`config.mk`:
```
export PLATFORM = sky130hd
export DESIGN_NAME = instruction_prefetch
export DESIGN_NICKNAME = d
export VERILOG_FILES = /design/src/rtl/instruction_prefetch.sv
export SDC_FILE = /design/constraint.sdc
export NUM_CORES = 1
export LEC_CHECK = 0
export CAP_MARGIN = 20
export CORE_UTILIZATION = 30
export CTS_CLUSTER_DIAMETER = 30
export DETAILED_ROUTE_END_ITERATION = 8
export GPL_ROUTABILITY_DRIVEN = 0
export SETUP_SLACK_MARGIN = 0.2
export SYNTH_ARGS = -nofsm -noshare
export SYNTH_HDL_FRONTEND = slang
export SYNTH_SLANG_ARGS = --single-unit
```
`constraint.sdc`:
```
create_clock -name clk -period 6.88 [get_ports clk]
set_input_delay 1.72 -clock clk [delete_from_list [all_inputs] [get_ports clk]]
set_output_delay 1.72 -clock clk [all_outputs]
set_load 0.03 [all_outputs]
```
`src/rtl/instruction_prefetch.sv`:
```
// Instruction prefetch buffer: streams sequential fetches into a DEPTH-entry FIFO,
// keeping buffered + in-flight words within capacity and dropping stale responses after a redirect.
module instruction_prefetch #(
  parameter int                 ADDR_W   = 32,
  parameter int                 DATA_W   = 32,
  parameter int                 DEPTH    = 4,
  parameter logic [ADDR_W-1:0]  RESET_PC = '0
) (
  input  logic              clk,
  input  logic              rst_n,
  input  logic              write_pc_i,
  input  logic [ADDR_W-1:0] pc_i,
  output logic              mem_req_o,
  output logic [ADDR_W-1:0] mem_addr_o,
  input  logic              mem_gnt_i,
  input  logic              mem_rvalid_i,
  input  logic [DATA_W-1:0] mem_rdata_i,
  output logic              instr_valid_o,
  input  logic              instr_ready_i,
  output logic [DATA_W-1:0] instr_o,
  output logic [ADDR_W-1:0] pc_o
);

  localparam int PTR_W = $clog2(DEPTH);
  localparam int CNT_W = PTR_W + 1;

  logic [ADDR_W-1:0] fetch_pc_q, fetch_pc_d;
  logic [ADDR_W-1:0] resp_pc_q, resp_pc_d;
  logic [CNT_W-1:0]  count_q, count_d;
  logic [CNT_W-1:0]  outstanding_q, outstanding_d;
  logic [CNT_W-1:0]  discard_q, discard_d;
  logic [PTR_W-1:0]  wr_ptr_q, wr_ptr_d;
  logic [PTR_W-1:0]  rd_ptr_q, rd_ptr_d;

  logic [ADDR_W-1:0] pc_mem    [DEPTH];
  logic [DATA_W-1:0] instr_mem [DEPTH];

  logic [CNT_W:0] occupancy;
  logic           accept;
  logic           rsp;
  logic           drop;
  logic           push;
  logic           pop;

  // stale responses still in flight occupy capacity until they are dropped
  assign occupancy     = {1'b0, count_q} + {1'b0, outstanding_q};
  assign mem_req_o     = rst_n && !write_pc_i && (occupancy < (CNT_W+1)'(DEPTH));
  assign mem_addr_o    = fetch_pc_q;
  assign accept        = mem_req_o && mem_gnt_i;
  assign rsp           = mem_rvalid_i && (outstanding_q != '0);
  assign drop          = rsp && (discard_q != '0);
  assign push          = rsp && !drop && !write_pc_i;
  assign instr_valid_o = (count_q != '0);
  assign pop           = instr_valid_o && instr_ready_i;
  assign instr_o       = instr_mem[rd_ptr_q];
  assign pc_o          = pc_mem[rd_ptr_q];

  always_comb begin
    fetch_pc_d    = fetch_pc_q;
    resp_pc_d     = resp_pc_q;
    count_d       = count_q;
    discard_d     = discard_q;
    wr_ptr_d      = wr_ptr_q;
    rd_ptr_d      = rd_ptr_q;
    outstanding_d = outstanding_q + CNT_W'(accept) - CNT_W'(rsp);

    if (write_pc_i) begin
      fetch_pc_d = pc_i;
      resp_pc_d  = pc_i;
      count_d    = '0;
      wr_ptr_d   = '0;
      rd_ptr_d   = '0;
      discard_d  = outstanding_d;
    end else begin
      if (accept) fetch_pc_d = fetch_pc_q + ADDR_W'(4);
      if (drop)   discard_d  = discard_q - CNT_W'(1);
      if (push) begin
        resp_pc_d = resp_pc_q + ADDR_W'(4);
        wr_ptr_d  = wr_ptr_q + PTR_W'(1);
      end
      if (pop) rd_ptr_d = rd_ptr_q + PTR_W'(1);
      count_d = count_q + CNT_W'(push) - CNT_W'(pop);
    end
  end

  always_ff @(posedge clk or negedge rst_n) begin
    if (!rst_n) begin
      fetch_pc_q    <= RESET_PC;
      resp_pc_q     <= RESET_PC;
      count_q       <= '0;
      outstanding_q <= '0;
      discard_q     <= '0;
      wr_ptr_q      <= '0;
      rd_ptr_q      <= '0;
    end else begin
      fetch_pc_q    <= fetch_pc_d;
      resp_pc_q     <= resp_pc_d;
      count_q       <= count_d;
      outstanding_q <= outstanding_d;
      discard_q     <= discard_d;
      wr_ptr_q      <= wr_ptr_d;
      rd_ptr_q      <= rd_ptr_d;
    end
  end

  // payload storage carries no reset; validity is tracked by count_q
  always_ff @(posedge clk) begin
    if (push) begin
      pc_mem[wr_ptr_q]    <= resp_pc_q;
      instr_mem[wr_ptr_q] <= mem_rdata_i;
    end
  end

endmodule
```
# Word-level counts from Yosys, hierarchy flattened
# Memories as Yosys holds them, arrays and structs flattened.
# Cells that the tools add are included.
# totals
memories	2
mem_bits_rw	256
in_bits	70
wordCells	50
register_bits	77
# memory_table
name	words	word_bits	read_ports	rd_ports_with_merged_regs	write_ports	line_no	text
instr_mem	4	32	1	0	1	36	logic [DATA_W-1:0] instr_mem [DEPTH];
pc_mem	4	32	1	0	1	35	logic [ADDR_W-1:0] pc_mem [DEPTH];
# classes
muxes	13
reduce_logical	17
addsub	10
magnitude_cmp	1
# ops
operator	count
32-bit two-way mux	4
32-bit by 3-bit adder with 32-bit output, second input constant	2
3-bit two-way mux	3
3-bit nonzero test	3
1-bit logical AND	8
2-bit two-way mux	4
2-bit nonzero test	4
3-bit by 1-bit adder with 3-bit output	2
3-bit by 1-bit subtractor with 3-bit output	2
2-bit by 1-bit adder with 2-bit output, second input constant	2
3-bit by 3-bit adder with 4-bit output	1
4-bit by 3-bit < comparator with 1-bit output, second input constant	1
3-bit by 1-bit subtractor with 3-bit output, second input constant	1
1-bit logical NOT	2
1-bit two-way mux	2

# Logic depth before layout (Yosys ltp)
# Gate-level depths: netlist of run 1.
# logic_depth
ltp_word	9
depth_mapped	15

# Worst setup path after synthesis of run 1
# No wires, ideal clock.
# synth_timing
path_kind	input to register
from	input port write_pc_i
to	memory instr_mem[0][0], enable pin
setup_time_ns	0.429
t_required_ns	6.451
cell_stages	3
t_arrival_ns	3.784
path_slack_ns	2.667
path_cell_list	clkbuf_1 -> nor3_1 -> and2_1
# synth_between
elab_chain_len	4
# synth_lines
item	line_no	text
from (decl)	11	input logic write_pc_i,
1-bit logical NOT	52	assign push = rsp && !drop && !write_pc_i;
1-bit logical AND	52	
1-bit two-way mux	108	if (push) begin
1-bit two-way mux (not written as such)	110	instr_mem[wr_ptr_q] <= mem_rdata_i;
to (decl)	36	
# Every way passes these cells.

# Final worst setup path of run 1
# layout_timing
from	input port write_pc_i
to	output port mem_req_o
# layout_between
elab_chain_len	3
# layout_lines
item	line_no	text
1-bit logical NOT	47	assign mem_req_o = rst_n && !write_pc_i && (occupancy < (CNT_W+1)'(DEPTH));
1-bit logical AND (2 in series)	47	
to (decl)	13	output logic mem_req_o,
# Every way passes these cells.

==> results of run 1 <==
## cells by family after synthesis
family	share of synthesized area
buf+inv	0.0205
xor+xnor	0.0257
flops	0.707
simple gates	0.0787
compound gates	0.0411
mux	0.111
fa+ha+maj	0.0158
## final timing paths
kind / startpoint / depth (start not counted) / slack (ns) / to
max: write_pc_i / 4 / 2.06 / mem_req_o
min in group asynchronous: rst_n / 1 / 1.01 / mem_addr_o[26]
max reg2reg: outstanding_q[2] / 13 / 3.71 / discard_q[2]
min: resp_pc_q[1] / 0 / 0.53 / pc_mem[2][1]
min reg2reg: resp_pc_q[1] / 0 / 0.53 / pc_mem[2][1]
max in group asynchronous: rst_n / 2 / 4.64 / rd_ptr_q[0]
## synthesized netlist by cell type (all sizes together), types with 3 or more instances
cell    number  area share
clkbuf      14      0.0039
nand2       58       0.016
xnor2       35       0.023
o31a         5      0.0032
ha          14       0.013
buf         21      0.0084
mux2         4      0.0033
o311ai      10      0.0064
nand3       30       0.011
or4          7      0.0044
mux2i        3      0.0022
xor2         5      0.0032
or3          4      0.0018
and2         9      0.0042
a21oi        6      0.0022
o211ai      14      0.0077
inv         30      0.0083
a31oi        4      0.0018
and3         6      0.0029
dfrtp       77        0.14
nor4         6      0.0043
edfxtp     256        0.57
nor3        14      0.0097
nand4       14      0.0080
o21ai       43       0.016
mux4        64        0.11
and4         5      0.0032
nor2        30      0.0083
## registers in the layout, indices dropped and copies added, names as in the netlist
| register | count |
|---|---|
| wr_ptr_q | 2 |
| discard_q | 3 |
| count_q | 3 |
| instr_mem | 128 |
| pc_mem | 128 |
| mem_addr_o | 32 |
| outstanding_q | 3 |
| rd_ptr_q | 2 |
| resp_pc_q | 32 |
## layer usage
metal,GRT usage,part of all wire,up-vias
met5,0,0,-
met4,0.0460,0.022,0
met3,0.0388,0.063,62
met2,0.210,0.45,277
met1,0.195,0.46,3927
li1,-,-,3601
## final cells by class
cell class,count,share of cell area
clock inverters,44,0.0271
flip-flops and latches,333,0.523
inverters,30,0.00612
well taps,592,0.0403
clock buffers,90,0.107
repair buffers,176,0.0941
multi-input cells,406,0.202
## power by group through the flow
stage               logic, mW  clock network (mW)  registers (mW)
floorplan               0.911                   0            2.47
global placement         1.41                   0            2.53
detailed placement       1.42                   0            2.54
CTS                      1.43                3.51            2.51
global route             1.50                3.61            2.53
finish                   1.40                3.44            2.50
==> results_dict.tcl, run 1 <==
set metrics [dict create \
    die_w_um 215 \
    multi_input_area_sq_mm 0.00372 \
    setup_viol 0 \
    final_common_cell "edfxtp_1" \
    end_kind "primary output" \
    p_int_mw 5.34 \
    grt_max_degree 76 \
    cts_tree "yes" \
    total_power_mw 7.34 \
    cts.repair.resized 0 \
    n_fill_cell 4043 \
    detail-route-antenna-nets 0 \
    ff_latch_area_sq_mm 0.00962 \
    path_max_fanout 2 \
    stdcell_area_sq_mm 0.0184 \
    cp.required_ns 5.16 \
    drcViolationCount 0 \
    cp_cell_sequence "buf_2 > nor4_1 > and3_1 > clkdlybuf4s50_1" \
    crit_path_top_delay_cell "clkdlybuf4s50_1" \
    grt_pass1_vias 8438 \
    clock_latency_ns 0.57 \
    track_usage 0.140 \
    syn_area_sq_mm 0.0136 \
    die_y_um 215 \
    gr-total-overflow 0 \
    cts_hold_buf 0 \
    drtPass1Iterations 5 \
    ys_types 59 \
    worst_hold_slack_ns 0.527 \
    p_comb_frac 0.191 \
    period_share 0.700 \
    final_cell_mix "edfxtp_1, clkdlybuf4s50_1, clkbuf_16, dfrtp_1, mux4_2" \
    final_cells 1671 \
    post-route-min-period_ns 4.82 \
    core_sq_mm 0.0445 \
    skew_ns 0.0180 \
    post-cts-setup-buffers 0 \
    setup_tns_ns 0 \
    grt_first_pass_wirelength_mm 49.2 \
    netlist_instances 804 \
    vias 7867 \
    path_delay_family "buffers and inverters" \
    root_buffer "clkbuf_16" \
    synth_edf_count 256 \
    cts.path.max_buffers 3 \
    setup_ws_ns 2.06 \
    status "finished clean" \
    yosysWarnings 0 \
    sequentialPowerShare 0.341 \
    clkTransAtPathRegs_ns 0.05 \
    cp_num_buf_inv 2 \
    antenna_cells 0 \
    maxCapViolCount 0 \
    p_sw_mw 2.00 \
    worst_slew_pin_slew_ns 1.03 \
    htree_levels 3 \
    drt-vias-per-instance 4.71 \
    rsz0062_at_grt "no" \
    ios 168 \
    max_freq_ghz 0.208 \
    crit_arrival_ns 3.10 \
    antenna_found_initial 0 \
    dp_slack_ns 2.02 \
    hold_viol 0 \
    startpoint_type "primary input" \
    placedCellCount 1537 \
    swShare 0.273 \
    powerDensity_mw_per_mm2 399 \
    drtIter0Drc 366 \
    p_leak_nw 6.31 \
    avgSynthCellArea_sq_um 16.9 \
    critPathMaxStageDelay_ns 0.69 \
    synth_top_flop_cell "edfxtp_1" \
    peakVddDrop_v 0.000191 \
    die_area_sq_mm 0.0462 \
    post-route-util 0.413 \
    initial_utilization 0.306 \
    place_hpwl_mm 19.3 \
    area_delta_synth_final_pct 35.2 \
    crit_type "primary input to primary output" \
    io_buffers 167 \
    rows 77 \
    pwr-share-clk 0.469 \
    max-slew-margin-rel 0.312 \
    cts_num_sinks 333 \
    hold_path_class "flip-flop to flip-flop" \
    drive_gt1_frac 0.206 \
    slew_violations 0 \
    synth-seq-cells 333 \
    synth-seq-area-share 0.707 \
    routed_wl_mm 31.6 \
    final_nets 1107 \
    synth_nets 890 \
    cts_made_buffers 74 \
    place_area_sq_mm 0.0159 \
    async_flop_share 0.231 \
    wl_per_cell_um 18.9 \
]
Note: power is estimated with default switching activity, not from simulation.
==> run 2, diff against run 1 <==
==> constraint.sdc (replaced) <==
create_clock -name clk -period 3.95 [get_ports clk]
set_input_delay 0.9875 -clock clk [delete_from_list [all_inputs] [get_ports clk]]
set_output_delay 0.9875 -clock clk [all_outputs]
set_load 0.03 [all_outputs]
==> run 2 against run 1 <==
Net effect:
- sequential power increased by 72%
- core utilization up 1.4 points
- clock power is 90% higher
- critical path type is now flip-flop to primary output
- combinational power grew 89%
- sequential share of layout area down 1.7 points
- global-route usage increased by 0.24 points
- clock skew is 0.0016 ns higher
- register-to-register slack got worse by 2.4 ns
- design area grew 3.3%
- critical path depth is 1 lower
- critical endpoint is now pc_o[30]
- total power rose by 84%
==> results_dict.tcl, run 2 (synthesis gave the netlist of run 1 again) <==
set metrics [dict create \
    worst_slew_pin_slew_ns 0.906 \
    reg.largest.list "instr_mem: 128 flops, pc_mem: 128 flops" \
    track_usage 0.142 \
    period_share 0.907 \
    pwr-share-clk 0.486 \
    hold_path_class "primary input to asynchronous set/reset pin" \
    root_buffer "clkbuf_16" \
    cts_num_sinks 333 \
    crit_type "flip-flop to primary output" \
    clock_latency_ns 0.59 \
    ios 168 \
    cp.required_ns 2.96 \
    antenna_cells 0 \
    end_kind "primary output" \
    p_sw_mw 3.73 \
    clkTransAtPathRegs_ns 0.05 \
    grt_max_degree 75 \
    place_hpwl_mm 20.5 \
    dp_slack_ns 0.575 \
    startpoint "rd_ptr_q[1]" \
    htree_levels 3 \
    max-slew-margin-rel 0.396 \
    max_freq_ghz 0.279 \
    drcViolationCount 0 \
    swShare 0.277 \
    setup_viol 0 \
    rsz0062_at_grt "no" \
    grt_first_pass_wirelength_mm 50.0 \
    post-route-min-period_ns 3.58 \
    crit_arrival_ns 2.60 \
    die_area_sq_mm 0.0462 \
    drtPass1Iterations 5 \
    reg2regPathDepth 12 \
    reg2reg_from "count_q[1]" \
    setup_tns_ns 0 \
    die_w_um 215 \
    final_common_cell "edfxtp_1" \
    antenna_found_initial 0 \
    powerDensity_mw_per_mm2 709 \
    maxCapViolCount 0 \
    routed_wl_mm 32.3 \
    cts_made_buffers 79 \
    cts_tree "yes" \
    startpoint_type "flip-flop" \
    vias 8009 \
    p_int_mw 9.75 \
    skew_ns 0.0196 \
    r2r-end "discard_q[2]" \
    sequentialPowerShare 0.318 \
    worst_hold_slack_ns 0.256 \
    io_buffers 167 \
    rows 77 \
    drive_gt1_frac 0.239 \
    gr-total-overflow 0 \
    drtIter0Drc 467 \
    initial_utilization 0.306 \
    wl_per_cell_um 18.9 \
    total_power_mw 13.5 \
    detail-route-antenna-nets 0 \
    endpoint "pc_o[30]" \
    status "finished clean" \
    peakVddDrop_v 0.000388 \
    slew_violations 0 \
    path_max_fanout 27 \
    grt_pass1_vias 8521 \
    setup_ws_ns 0.367 \
    final_cell_mix "edfxtp_1, clkdlybuf4s50_1, clkbuf_16" \
    p_leak_nw 6.58 \
    area_delta_synth_final_pct 39.7 \
    core_sq_mm 0.0445 \
    final_nets 1135 \
    cts.path.max_buffers 3 \
    drt-vias-per-instance 4.69 \
    r2r_setup_slack_ns 1.34 \
    hold_viol 0 \
    post-route-util 0.427 \
    p_comb_frac 0.196 \
    die_y_um 215 \
]
==> run 2: through the flow <==
stage	instances	instance area, sq um
CTS	1699	19000
detailed placement	1552	16200
global route	1706	19000
floorplan	804	13600
global placement	1552	16200
finish	1706	19000
==> run 2: worst max-delay path, stage by stage (launching register included) <==
cell,delay [ns]
dfrtp_4,0.74
buf_4,0.29
mux4_2,0.33
clkdlybuf4s50_1,0.65
==> run 2: layer usage <==
| layer | GRT usage | vias up | part of all wire |
|---|---|---|---|
| li1 | - | 3660 | - |
| met1 | 0.193 | 4048 | 0.46 |
| met2 | 0.219 | 258 | 0.46 |
| met3 | 0.0385 | 43 | 0.061 |
| met4 | 0.0498 | 0 | 0.017 |
| met5 | 0 | - | 0 |
==> run 2: what timing repair did <==
action / in CTS / in global routing
endpoints found under the setup margin: 48 / 4
setup buffers: 1 / 7
gates resized for setup: 0 / 0
hold buffers: 0 / 0
==> run 2: layout make-up <==
type / count / area (sq um)
Inverter: 30 / 113
Multi-Input combinational cell: 406 / 3720
Sequential cell: 333 / 9620
Fill cell: 4027 / 25500
Tap cell: 592 / 741
Timing Repair Buffer: 199 / 2040
Clock inverter: 56 / 691
Clock buffer: 90 / 2080
==> run 2: worst min-delay path by stage <==
stage | from | to | slack, ns | depth (start not counted)
2_1_floorplan | resp_pc_q[0] | pc_mem[0][0] | 0.48 | 0
3_5_place_dp | resp_pc_q[0] | pc_mem[3][0] | 0.52 | 0
5_1_grt | rst_n | discard_q[1] | 0.25 | 1
6_report | rst_n | discard_q[1] | 0.26 | 1
3_3_place_gp | resp_pc_q[0] | pc_mem[3][0] | 0.51 | 0
4_1_cts | rst_n | discard_q[1] | 0.23 | 1
==> run 2: power by group through the flow <==
stage               logic, mW  registers (mW)  clock network, mW
floorplan                1.59            4.31                  0
global placement         2.59            4.37                  0
detailed placement       2.60            4.38                  0
CTS                      2.65            4.30               6.68
global route             2.83            4.32               6.87
finish                   2.64            4.29               6.55
